<file path="config.mk">
export PLATFORM = sky130hd
export DESIGN_NAME = bullet_ctrl
export DESIGN_NICKNAME = d
export VERILOG_FILES = /design/src/rtl/bullet_ctrl.sv
export SDC_FILE = /design/constraint.sdc
export NUM_CORES = 1
export LEC_CHECK = 0
export CORE_MARGIN = 3
export CORE_UTILIZATION = 60
export CTS_BUF_LIST = sky130_fd_sc_hd__clkbuf_8
export CTS_CLUSTER_DIAMETER = 50
export DETAILED_ROUTE_END_ITERATION = 12
export GPL_ROUTABILITY_DRIVEN = 0
export GPL_TIMING_DRIVEN = 0
export PLACE_DENSITY = 0.89
export SLEW_MARGIN = 20
export SYNTH_ARGS = -nofsm -noshare
export SYNTH_HDL_FRONTEND = slang
export SYNTH_SLANG_ARGS = --single-unit
</file>
<file path="constraint.sdc">
create_clock -name clk_i -period 5.6 [get_ports clk_i]
set_input_delay 0.84 -clock clk_i [delete_from_list [all_inputs] [get_ports clk_i]]
set_output_delay 0.84 -clock clk_i [all_outputs]
set_load 0.05 [all_outputs]
</file>
<file path="src/rtl/bullet_ctrl.sv">
// bullet_ctrl: single-bullet spawn/flight/explosion controller for one tank sprite.
// Define BULLET_EXPLOSION_ANIM_EN to build the timed EXPLODE state and the explode_o box.
module bullet_ctrl #(
    parameter int SCREEN_W      = 640,
    parameter int SCREEN_H      = 480,
    parameter int TANK_SIZE     = 32,
    parameter int BULLET_SIZE   = 4,
    parameter int STEP          = 2,
    parameter int EXPLODE_TICKS = 8
) (
    input  logic       clk_i,
    input  logic       reset_ni,
    input  logic       tick_i,
    input  logic       fire_i,
    input  logic [1:0] dir_i,
    input  logic [9:0] tank_x_i,
    input  logic [9:0] tank_y_i,
    input  logic       tank_alive_i,
    input  logic       explose_i,
    input  logic [9:0] pix_x_i,
    input  logic [9:0] pix_y_i,
    output logic       bullet_o,
    output logic       explode_o,
    output logic       busy_o,
    output logic [9:0] bullet_x_o,
    output logic [9:0] bullet_y_o
);
    localparam logic [10:0] C  = 11'((TANK_SIZE - BULLET_SIZE) / 2);
    localparam logic [10:0] TS = 11'(TANK_SIZE);
    localparam logic [10:0] BS = 11'(BULLET_SIZE);
    localparam logic [10:0] ST = 11'(STEP);
    localparam logic [10:0] SW = 11'(SCREEN_W);
    localparam logic [10:0] SH = 11'(SCREEN_H);

    typedef enum logic [1:0] {IDLE = 2'd0, FLYING = 2'd1, EXPLODE = 2'd2} state_t;

`ifdef BULLET_EXPLOSION_ANIM_EN
    localparam state_t HIT_STATE = EXPLODE;
`else
    localparam state_t HIT_STATE = IDLE;
`endif

    state_t      state;
    logic [1:0]  dir_q;
    logic [9:0]  pos_x, pos_y;
    logic [10:0] tx, ty, px, py, pix_x, pix_y;

    // tick_i and fire_i are sampled on the clock edge only; neither needs an acknowledge.
    assign tx    = {1'b0, tank_x_i};
    assign ty    = {1'b0, tank_y_i};
    assign px    = {1'b0, pos_x};
    assign py    = {1'b0, pos_y};
    assign pix_x = {1'b0, pix_x_i};
    assign pix_y = {1'b0, pix_y_i};

    logic [10:0] spawn_x, spawn_y;
    logic        spawn_under, spawn_ok;

    always_comb begin
        spawn_x     = tx + C;
        spawn_y     = ty - BS;
        spawn_under = (ty < BS);
        case (dir_i)
            2'b01: begin
                spawn_x     = tx + TS;
                spawn_y     = ty + C;
                spawn_under = 1'b0;
            end
            2'b10: begin
                spawn_x     = tx + C;
                spawn_y     = ty + TS;
                spawn_under = 1'b0;
            end
            2'b11: begin
                spawn_x     = tx - BS;
                spawn_y     = ty + C;
                spawn_under = (tx < BS);
            end
            default: ;
        endcase
    end

    // An underflowed spawn wraps to a huge value, so the underflow flag gates it.
    assign spawn_ok = !spawn_under && (spawn_x + BS <= SW) && (spawn_y + BS <= SH);

    logic [9:0] next_x, next_y;
    logic       at_edge;

    always_comb begin
        next_x  = pos_x;
        next_y  = pos_y;
        at_edge = 1'b0;
        case (dir_q)
            2'b00: begin
                next_y  = pos_y - 10'(STEP);
                at_edge = (py < ST);
            end
            2'b01: begin
                next_x  = pos_x + 10'(STEP);
                at_edge = (px + BS + ST > SW);
            end
            2'b10: begin
                next_y  = pos_y + 10'(STEP);
                at_edge = (py + BS + ST > SH);
            end
            default: begin
                next_x  = pos_x - 10'(STEP);
                at_edge = (px < ST);
            end
        endcase
    end

`ifdef BULLET_EXPLOSION_ANIM_EN
    localparam int CW = (EXPLODE_TICKS > 1) ? $clog2(EXPLODE_TICKS) : 1;
    logic [CW-1:0] cnt;

    // Held at zero outside EXPLODE, so it is already clear on entry.
    always_ff @(posedge clk_i or negedge reset_ni) begin
        if (!reset_ni)              cnt <= '0;
        else if (state != EXPLODE)  cnt <= '0;
        else if (tick_i)            cnt <= cnt + CW'(1);
    end
`endif

    always_ff @(posedge clk_i or negedge reset_ni) begin
        if (!reset_ni) begin
            state <= IDLE;
            dir_q <= 2'b00;
            pos_x <= '0;
            pos_y <= '0;
        end else begin
            case (state)
                IDLE: begin
                    if (fire_i && tank_alive_i && spawn_ok) begin
                        dir_q <= dir_i;
                        pos_x <= spawn_x[9:0];
                        pos_y <= spawn_y[9:0];
                        state <= FLYING;
                    end
                end
                FLYING: begin
                    if (explose_i) begin
                        state <= HIT_STATE;
                    end else if (tick_i) begin
                        if (at_edge) begin
                            state <= HIT_STATE;
                        end else begin
                            pos_x <= next_x;
                            pos_y <= next_y;
                        end
                    end
                end
`ifdef BULLET_EXPLOSION_ANIM_EN
                EXPLODE: begin
                    if (tick_i && cnt == CW'(EXPLODE_TICKS - 1)) state <= IDLE;
                end
`endif
                default: state <= IDLE;
            endcase
        end
    end

    assign busy_o     = (state != IDLE);
    assign bullet_x_o = pos_x;
    assign bullet_y_o = pos_y;

    assign bullet_o = (state == FLYING)
                    && (pix_x >= px) && (pix_x < px + BS)
                    && (pix_y >= py) && (pix_y < py + BS);

`ifdef BULLET_EXPLOSION_ANIM_EN
    // 4*BS square centred on the bullet box; the low edge clamps at 0 instead of wrapping.
    localparam logic [10:0] LO_OFF = 11'(2 * BULLET_SIZE - BULLET_SIZE / 2);
    localparam logic [10:0] HI_OFF = 11'(2 * BULLET_SIZE + BULLET_SIZE / 2);
    logic [10:0] ex_lo_x, ex_lo_y;

    assign ex_lo_x = (px >= LO_OFF) ? px - LO_OFF : 11'd0;
    assign ex_lo_y = (py >= LO_OFF) ? py - LO_OFF : 11'd0;

    assign explode_o = (state == EXPLODE)
                     && (pix_x >= ex_lo_x) && (pix_x < px + HI_OFF)
                     && (pix_y >= ex_lo_y) && (pix_y < py + HI_OFF);
`else
    assign explode_o = 1'b0;
`endif

endmodule

</file>
### Word level (Yosys, flattened, before mapping)

Cells that the tools add are included.

* flip-flop bits (word level): 24
* output and inout bits: 23
* logic and storage cells: 87

* equal/unequal tests: 14
* muxes and demuxes: 21
* add/sub/neg operators: 16
* reductions and logical operators: 20
* $lt $le $gt $ge: 12

Operator list (count)
* 10-bit two-way mux: 8
* 10-bit case mux with 2 select lines: 4
* 11-bit case mux with 2 select lines: 2
* 10-bit by 3-bit adder with 11-bit output, second input constant: 2
* 10-bit by 4-bit adder with 11-bit output, second input constant: 2
* 10-bit by 6-bit adder with 11-bit output, second input constant: 2
* 11-bit by 2-bit adder with 11-bit output, second input constant: 2
* 11-bit by 3-bit adder with 11-bit output, second input constant: 2
* 10-bit by 11-bit < comparator with 1-bit output: 2
* 10-bit by 3-bit subtractor with 11-bit output, second input constant: 2
* 10-bit by 2-bit adder with 10-bit output, second input constant: 2
* 10-bit >= comparator: 2
* 10-bit by 2-bit < comparator with 1-bit output, second input constant: 2
* 10-bit by 3-bit < comparator with 1-bit output, second input constant: 2
* 10-bit by 2-bit subtractor with 10-bit output, second input constant: 2
* 6-bit AND reduction: 2
* 11-bit by 10-bit > comparator with 1-bit output, second input constant: 1
* 11-bit by 9-bit > comparator with 1-bit output, second input constant: 1
* 11-bit by 10-bit less-or-equal comparator with 1-bit output, second input constant: 1
* 11-bit by 9-bit less-or-equal comparator with 1-bit output, second input constant: 1
* 2-bit != test, second input constant: 5
* 1-bit logical AND: 8
* 2-bit two-way mux: 4
* 2-bit by 1-bit equality test with 1-bit output, second input constant: 3
* 12 further kinds: 19

### Depth between registers and ports, before layout

Gate-level depths: netlist of run 1.

* depth after elaboration: 9
* gate-level depth with buffers: 13

### Worst setup path before layout of run 1

Ideal clock, no wire load.

* path type: reg2out
* start point: register pos_y[2], in the netlist bullet_y_o[2]
* end point: output bullet_o
* required time: 4760 ps
* setup slack: 1145 ps
* stages on the path, launching flop included: 12
* arrival: 3615 ps
* buffers on the path: 1
* path through: dfrtp_1 -> clkbuf_1 -> inv_1 -> ha_1 -> inv_1 -> ha_1 -> a21o_1 -> a21oi_1 -> o211ai_1 -> a221oi_1 -> nor2_1 -> a211oi_1

* word-level cells in the longest chain between the ends: 3
* elaborated cells between the ends (all ways): 5
* those cells by class: add/sub: 1; order compare: 2; reduce/logical: 2

Ends and longest elaborated chain
* start, declared: line 45 `logic [9:0] pos_x, pos_y;`
* start signal, assigned: line 137 `pos_y <= spawn_y[9:0];`
* start signal, assigned: line 149 `pos_y <= next_y;`
* 10-bit by 3-bit adder with 11-bit output / 10-bit >= comparator (equally long branches): line 169 `&& (pix_y >= py) && (pix_y < py + BS);`
* 10-bit by 11-bit < comparator with 1-bit output / 1-bit logical AND (equally long branches): line 169
* 1-bit logical AND *: line 169
* end, declared: line 22 `output logic bullet_o,`

Mark *: on every way between the ends. The rest lies on a longest branch, timed or not.

### Worst setup path in the final report of run 1

* start point: register pos_y[3], in the netlist bullet_y_o[3]
* end point: output bullet_o

Same word-level chain as after synthesis.

==> impl_metrics.ini, run 1 <==
[synthesis]
ys_ff_latch = 23
ys_seq_area_share_pct = 14.22
synthCells = 543
syn-num-nets = 649
yosysUniqueCellTypes = 75
synth-main-ff-cell = dfrtp_1
syn_area_um2 = 4049
postSynthAreaPerCell_um2 = 7.457
synth_edf_count = 0
async_reset_ff_share_pct = 100.0
ys_warn_count = 0

[timing]
rsz0062_at_grt = no
tightest_slew_ns = 0.6559
fin_crit_sh_pct = 82.45
fin_tns_setup_ns = 0
max_slew_margin_pct = 55.90
hold_violations = 0
drv_slew = 0
fmax_mhz = 216.6
fin_skew_ns = 0.01455
min_period_ns = 4.617
final-setup-viol-count = 0

[run_status]
status = completed

[floorplanning]
fp.dieH_um = 88.15
io_pins = 71
start_util_pct = 62.69
die-area_um2 = 7770
rows = 29
die_width_um = 88.15
design.core.area_um2 = 6459

[drt]
dr.pass1.iters = 8
via_count = 4417
drt-total-wl_um = 11180
drc_errors = 0
initialDrtViolationCount = 408
viasPerCell = 6.392
wl_per_cell_um = 16.18
antenna_left = 0

[power_and_ir_drop]
clock_power_share_pct = 5.1
power_density_nw_per_um2 = 436.4
seq_power_share_pct = 16.6
p_sw_mw = 1.204
ir_worst_vdd_mv = 0.2624
switching_share_pct = 56.77
power_mw = 2.121
p_leak_nw = 2.054
p_int_mw = 0.9166
combPwrFrac_pct = 78.3

[cts]
cts_hold_buf = 0
path_clk_slew_ns = 0.10
ctsRootBufferMaster = clkbuf_8
cts_resized = 0
clock_latency_ns = 0.27
postCtsSetupBuffers = 0
numCtsBuffers = 3
cts_tree = done
clock_sinks = 23
htree_levels = 1
clock_path_buffers = 2

[final_layout]
fin_area_um2 = 4860
instances_no_fill = 691
fillers = 501
nets = 721
antenna_cells = 0
syn2layout_area_growth_pct = 20.02
drive_gt1_share_pct = 5.863

[setup_path]
start_kind = flip-flop
worstSetupPathType = flip-flop to primary output
timing.critical_path.arrival_ns = 3.78
worstPathMaxFanout = 10
cp-end-kind = primary output
required_ns = 4.76

[global_route]
antenna_found_initial = 0
grt_max_degree = 24
grt_overflow = 0
grt_util_all_layers_pct = 28.85
grt_pass1_vias = 4091
grt_pass1_wl_um = 18500

[placed_design]
hpwl_um = 9054
placed_area_um2 = 4816
place_inst = 687
port_buffers = 67

[run]
drv_cap = 0

[worst_hold_path]
hp-class = input port to asynchronous set/reset pin
[worst paths after layout]
| kind | to | startpoint | slack, ns | cells after the start |
|---|---|---|---|---|
| hold reg to reg | bullet_y_o[0] | bullet_y_o[0] | 0.67 | 1 |
| setup reg to reg | bullet_x_o[6] | bullet_x_o[3] | 2.10 | 11 |
| max in group asynchronous | bullet_y_o[5] | reset_ni | 4.68 | 1 |
| setup / recovery | bullet_o | bullet_y_o[3] | 0.98 | 12 |
| min in group clk_i | bullet_y_o[0] | bullet_y_o[0] | 0.67 | 1 |
| hold / removal | bullet_x_o[2] | reset_ni | 0.54 | 1 |
[synthesized netlist by cell type, types with 6 or more instances]
cell type  count  area (um^2)
nand2_1       49        183.9
o21ai_0       30        150.1
clkbuf_1      14        52.55
nand4_1       13        81.33
inv_1         44        165.2
nor3_1        15        75.07
and3_1         6        37.54
buf_2          9        45.04
mux2_2         6        67.56
o22ai_1       14        87.58
xnor2_1       23        201.4
a21o_1         8        60.06
nor4_1         7        43.79
nor2b_1        7        43.79
a21oi_1       39        195.2
o211ai_1       8        60.06
nand3_1       18        90.09
ha_1          58        725.7
nand2b_1       7        43.79
nor2_1        34        127.6
dfrtp_1       23        575.6
[per-stage QoR]
step                setup WS [ns]  hold WS, ns  util (%)
floorplan                   1.145       0.5444         -
global placement            1.171       0.6117     74.56
detailed placement          1.123       0.6406     74.56
CTS                         1.007       0.6620     75.32
global route               0.8021       0.5748     75.24
finish                     0.9829       0.5364     75.24
[routing by layer]
metal | GRT usage [%] | up-vias | wire, um | part of all wire, %
met2 | 49.45 | 223 | 5249 | 47
met5 | 0 | - | 0 | 0
met1 | 39.32 | 2021 | 4900 | 44
met4 | 7.280 | 0 | 204 | 1.8
li1 | - | 2147 | - | -
met3 | 2.164 | 26 | 823 | 7.4
[placed cells by master (no fill, tap or decap), types with 5 or more instances in the layout]
master	instances
buf_2	10
xnor2_1	23
nor2_1	34
nor2b_1	7
xor2_1	5
o211ai_1	8
nand3_1	18
or4_1	5
a31oi_1	5
o21ai_0	30
nor3_1	15
o22ai_1	14
a21oi_1	39
clkbuf_1	14
dfrtp_1	23
and3_1	6
inv_1	44
nand2_1	49
mux2_2	6
a21o_1	8
nand4_1	13
nor4_1	7
nand2b_1	7
clkdlybuf4s50_1	66
ha_1	58
and2_1	5
[cell families after synthesis]
family	after synthesis	share of synthesized area, %
xor+xnor	28	6.057
flops	23	14.22
simple gates	189	24.10
fa+ha+maj	58	17.92
compound gates	164	27.87
mux	9	2.410
other cells	1	0.09262
buf+inv	71	7.324
[flip-flops by register name, summed over array words and instances (netlist names)]
signal / count
bullet_x_o: 10
bullet_y_o: 10
dir_q: 2
state: 1
[power by group through the flow]
stage,sequential (mW),combinational (mW),clock [mW]
finish,0.352,1.66,0.108
global route,0.364,1.83,0.113
CTS,0.348,1.64,0.108
detailed placement,0.352,1.63,0
global placement,0.345,1.58,0
floorplan,0.567,0.951,0
[area by class of cell]
| type | instances | area, um^2 | share of cell area, % |
|---|---|---|---|
| plain buffers | 26 | 127.6 | 2.626 |
| clock buffers | 3 | 41.29 | 0.8496 |
| clock inverters | 1 | 7.507 | 0.1545 |
| inverters | 45 | 168.9 | 3.476 |
| multi-input cells | 449 | 3177 | 65.37 |
| flip-flops and latches | 23 | 575.6 | 11.84 |
| well taps | 77 | 96.34 | 1.982 |
| repair buffers | 67 | 665.6 | 13.70 |
[critical path: stages, from the launching register on]
cell,delay (ns)
dfrtp_1,0.40
clkbuf_1,0.34
inv_1,0.19
ha_1,0.40
inv_1,0.06
ha_1,0.26
a21o_1,0.16
a21oi_1,0.16
o211ai_1,0.12
a221oi_1,0.26
nor2_1,0.08
a211oi_1,0.24
clkdlybuf4s50_1,0.84
(Power assumes the default switching activity.)
==> run 2: changes to the inputs <==
- CORE_UTILIZATION: 60 -> 56
- PLACE_DENSITY: 0.89 -> 0.84
- clock period: 5.6 -> 4.4 ns (I/O delays scaled with it)
==> impl_metrics.ini, run 2 (synthesized netlist as in run 1, its figures left out) <==
[global_route]
grt_max_degree = 24
grt_pass1_vias = 4256
grt_pass1_wl_um = 19300
antenna_found_initial = 0
grt_util_all_layers_pct = 27.09
grt_overflow = 0

[timing]
max_slew_margin_pct = 60.48
fin_crit_sh_pct = 93.24
fin_skew_ns = 0.008775
min_period_ns = 4.103
rsz0062_at_grt = no
fin_tns_setup_ns = 0
fmax_mhz = 243.7
worst_slack_ns = 0.2973
hold_violations = 0
drv_slew = 0
tightest_slew_ns = 0.5877
final-setup-viol-count = 0

[power_and_ir_drop]
combPwrFrac_pct = 78.6
clock_power_share_pct = 4.9
p_leak_nw = 2.061
p_int_mw = 1.165
switching_share_pct = 56.92
power_density_nw_per_um2 = 554.4
seq_power_share_pct = 16.5
ir_worst_vdd_mv = 0.2848
p_sw_mw = 1.540

[final_layout]
multi_input_area_um2 = 3177
final_cell_mix = clkdlybuf4s50_1, ha_1, nand2_1
syn2layout_area_growth_pct = 20.52
fillers = 623
nets = 721
drive_gt1_share_pct = 5.700
antenna_cells = 0
final_common_cell = clkdlybuf4s50_1
regArea_um2 = 575.6

[cts]
cts_hold_buf = 0
clock_path_buffers = 2
postCtsSetupBuffers = 0
numCtsBuffers = 3
cts_tree = done
clock_latency_ns = 0.27
clock_sinks = 23
path_clk_slew_ns = 0.09
ctsRootBufferMaster = clkbuf_8
htree_levels = 1
cts_resized = 1

[setup_path]
worstPathMaxFanout = 8
setup.worst_path.start = bullet_y_o[2]
start_kind = flip-flop
worstSetupPathType = flip-flop to primary output
path_buf_inv = 4
cpLargestDelayFamily = buffers and inverters
required_ns = 3.74
critPathMaxStageDelay_ns = 0.53
timing.critical_path.arrival_ns = 3.44
cp_slowest_cell = clkdlybuf4s15_1
cp-end-kind = primary output
r2r_start = bullet_x_o[3]
crit_chain = clkbuf_1 > inv_1 > ha_1 > inv_1 > ha_1 > a21o_1 > a21oi_1 > o211ai_1 > a221oi_1 > nor2_1 > a211oi_1 > clkdlybuf4s15_1

[floorplanning]
die-area_um2 = 8286
fp.dieH_um = 91.03
die_width_um = 91.03
io_pins = 71
start_util_pct = 58.62
rows = 30
design.core.area_um2 = 6907

[drt]
dr.pass1.iters = 5
drt-total-wl_um = 11400
via_count = 4521
initialDrtViolationCount = 448
antenna_left = 0
viasPerCell = 6.368
wl_per_cell_um = 16.05
drc_errors = 0

[placed_design]
port_buffers = 67
hpwl_um = 9221
dp_slack_ns = 0.1796

[worst_hold_path]
hp-class = input port to asynchronous set/reset pin

[run_status]
status = completed

[run]
drv_cap = 0
[run 2: worst reg2reg max path, cell delays in order (launching register included)]
cell	delay [ns]
dfrtp_1	0.54
ha_1	0.33
nand3_1	0.23
o32ai_1	0.34
o2111ai_1	0.22
or3_1	0.35
nor3_1	0.18
o31ai_1	0.17
a22oi_2	0.44
clkbuf_1	0.39
a21oi_1	0.09
o22ai_1	0.17
[run 2: area by class of cell]
cell class,count,area share (%)
multi-input combinational,449,65.10
timing repair buffer,67,13.64
sequential,23,11.79
inverter,45,3.462
buffer,26,2.615
tap,96,2.462
clock buffer,3,0.8462
clock inverter,1,0.07692
[run 2: metal layers]
| metal | global-route usage, % | part of all wire, % | vias up | wire length [um] |
|---|---|---|---|---|
| met3 | 1.906 | 7.8 | 22 | 893 |
| met1 | 35.75 | 43 | 2100 | 4909 |
| met2 | 47.39 | 47 | 238 | 5399 |
| met4 | 7.538 | 1.7 | 0 | 192 |
| met5 | 0 | 0 | - | 0 |
| li1 | - | - | 2161 | - |
[run 2: final timing paths]
kind                                       to  slack (ns)  depth (start not counted)
worst max-delay path                 bullet_o        0.30                         12
worst min-delay path            bullet_y_o[2]        0.36                          1
worst max register to register  bullet_x_o[6]        0.88                         11
worst min register to register  bullet_x_o[0]        0.62                          1
max in group asynchronous       bullet_x_o[5]        3.67                          1
min in group clk_i              bullet_x_o[0]        0.62                          1
[run 2: power by group through the flow]
stage | Combinational (mW) | Sequential (mW) | Clock (mW)
floorplan | 1.21 | 0.722 | 0
global placement | 2.02 | 0.442 | 0
detailed placement | 2.09 | 0.448 | 0
CTS | 2.10 | 0.444 | 0.133
global route | 2.33 | 0.466 | 0.142
finish | 2.13 | 0.446 | 0.133
[run 2: per-stage QoR]
stage | utilization [%] | hold slack (ns) | instances | area [um^2] | power, mW
global route | 70.65 | 0.4021 | 710 | 4880 | 2.935
CTS | 70.71 | 0.6337 | 710 | 4883 | 2.674
finish | 70.65 | 0.3551 | 710 | 4880 | 2.705
detailed placement | 70.07 | 0.6158 | 706 | 4840 | 2.535
global placement | 70.07 | 0.6072 | 706 | 4840 | 2.459
floorplan | - | 0.3644 | 543 | 4049 | 1.932
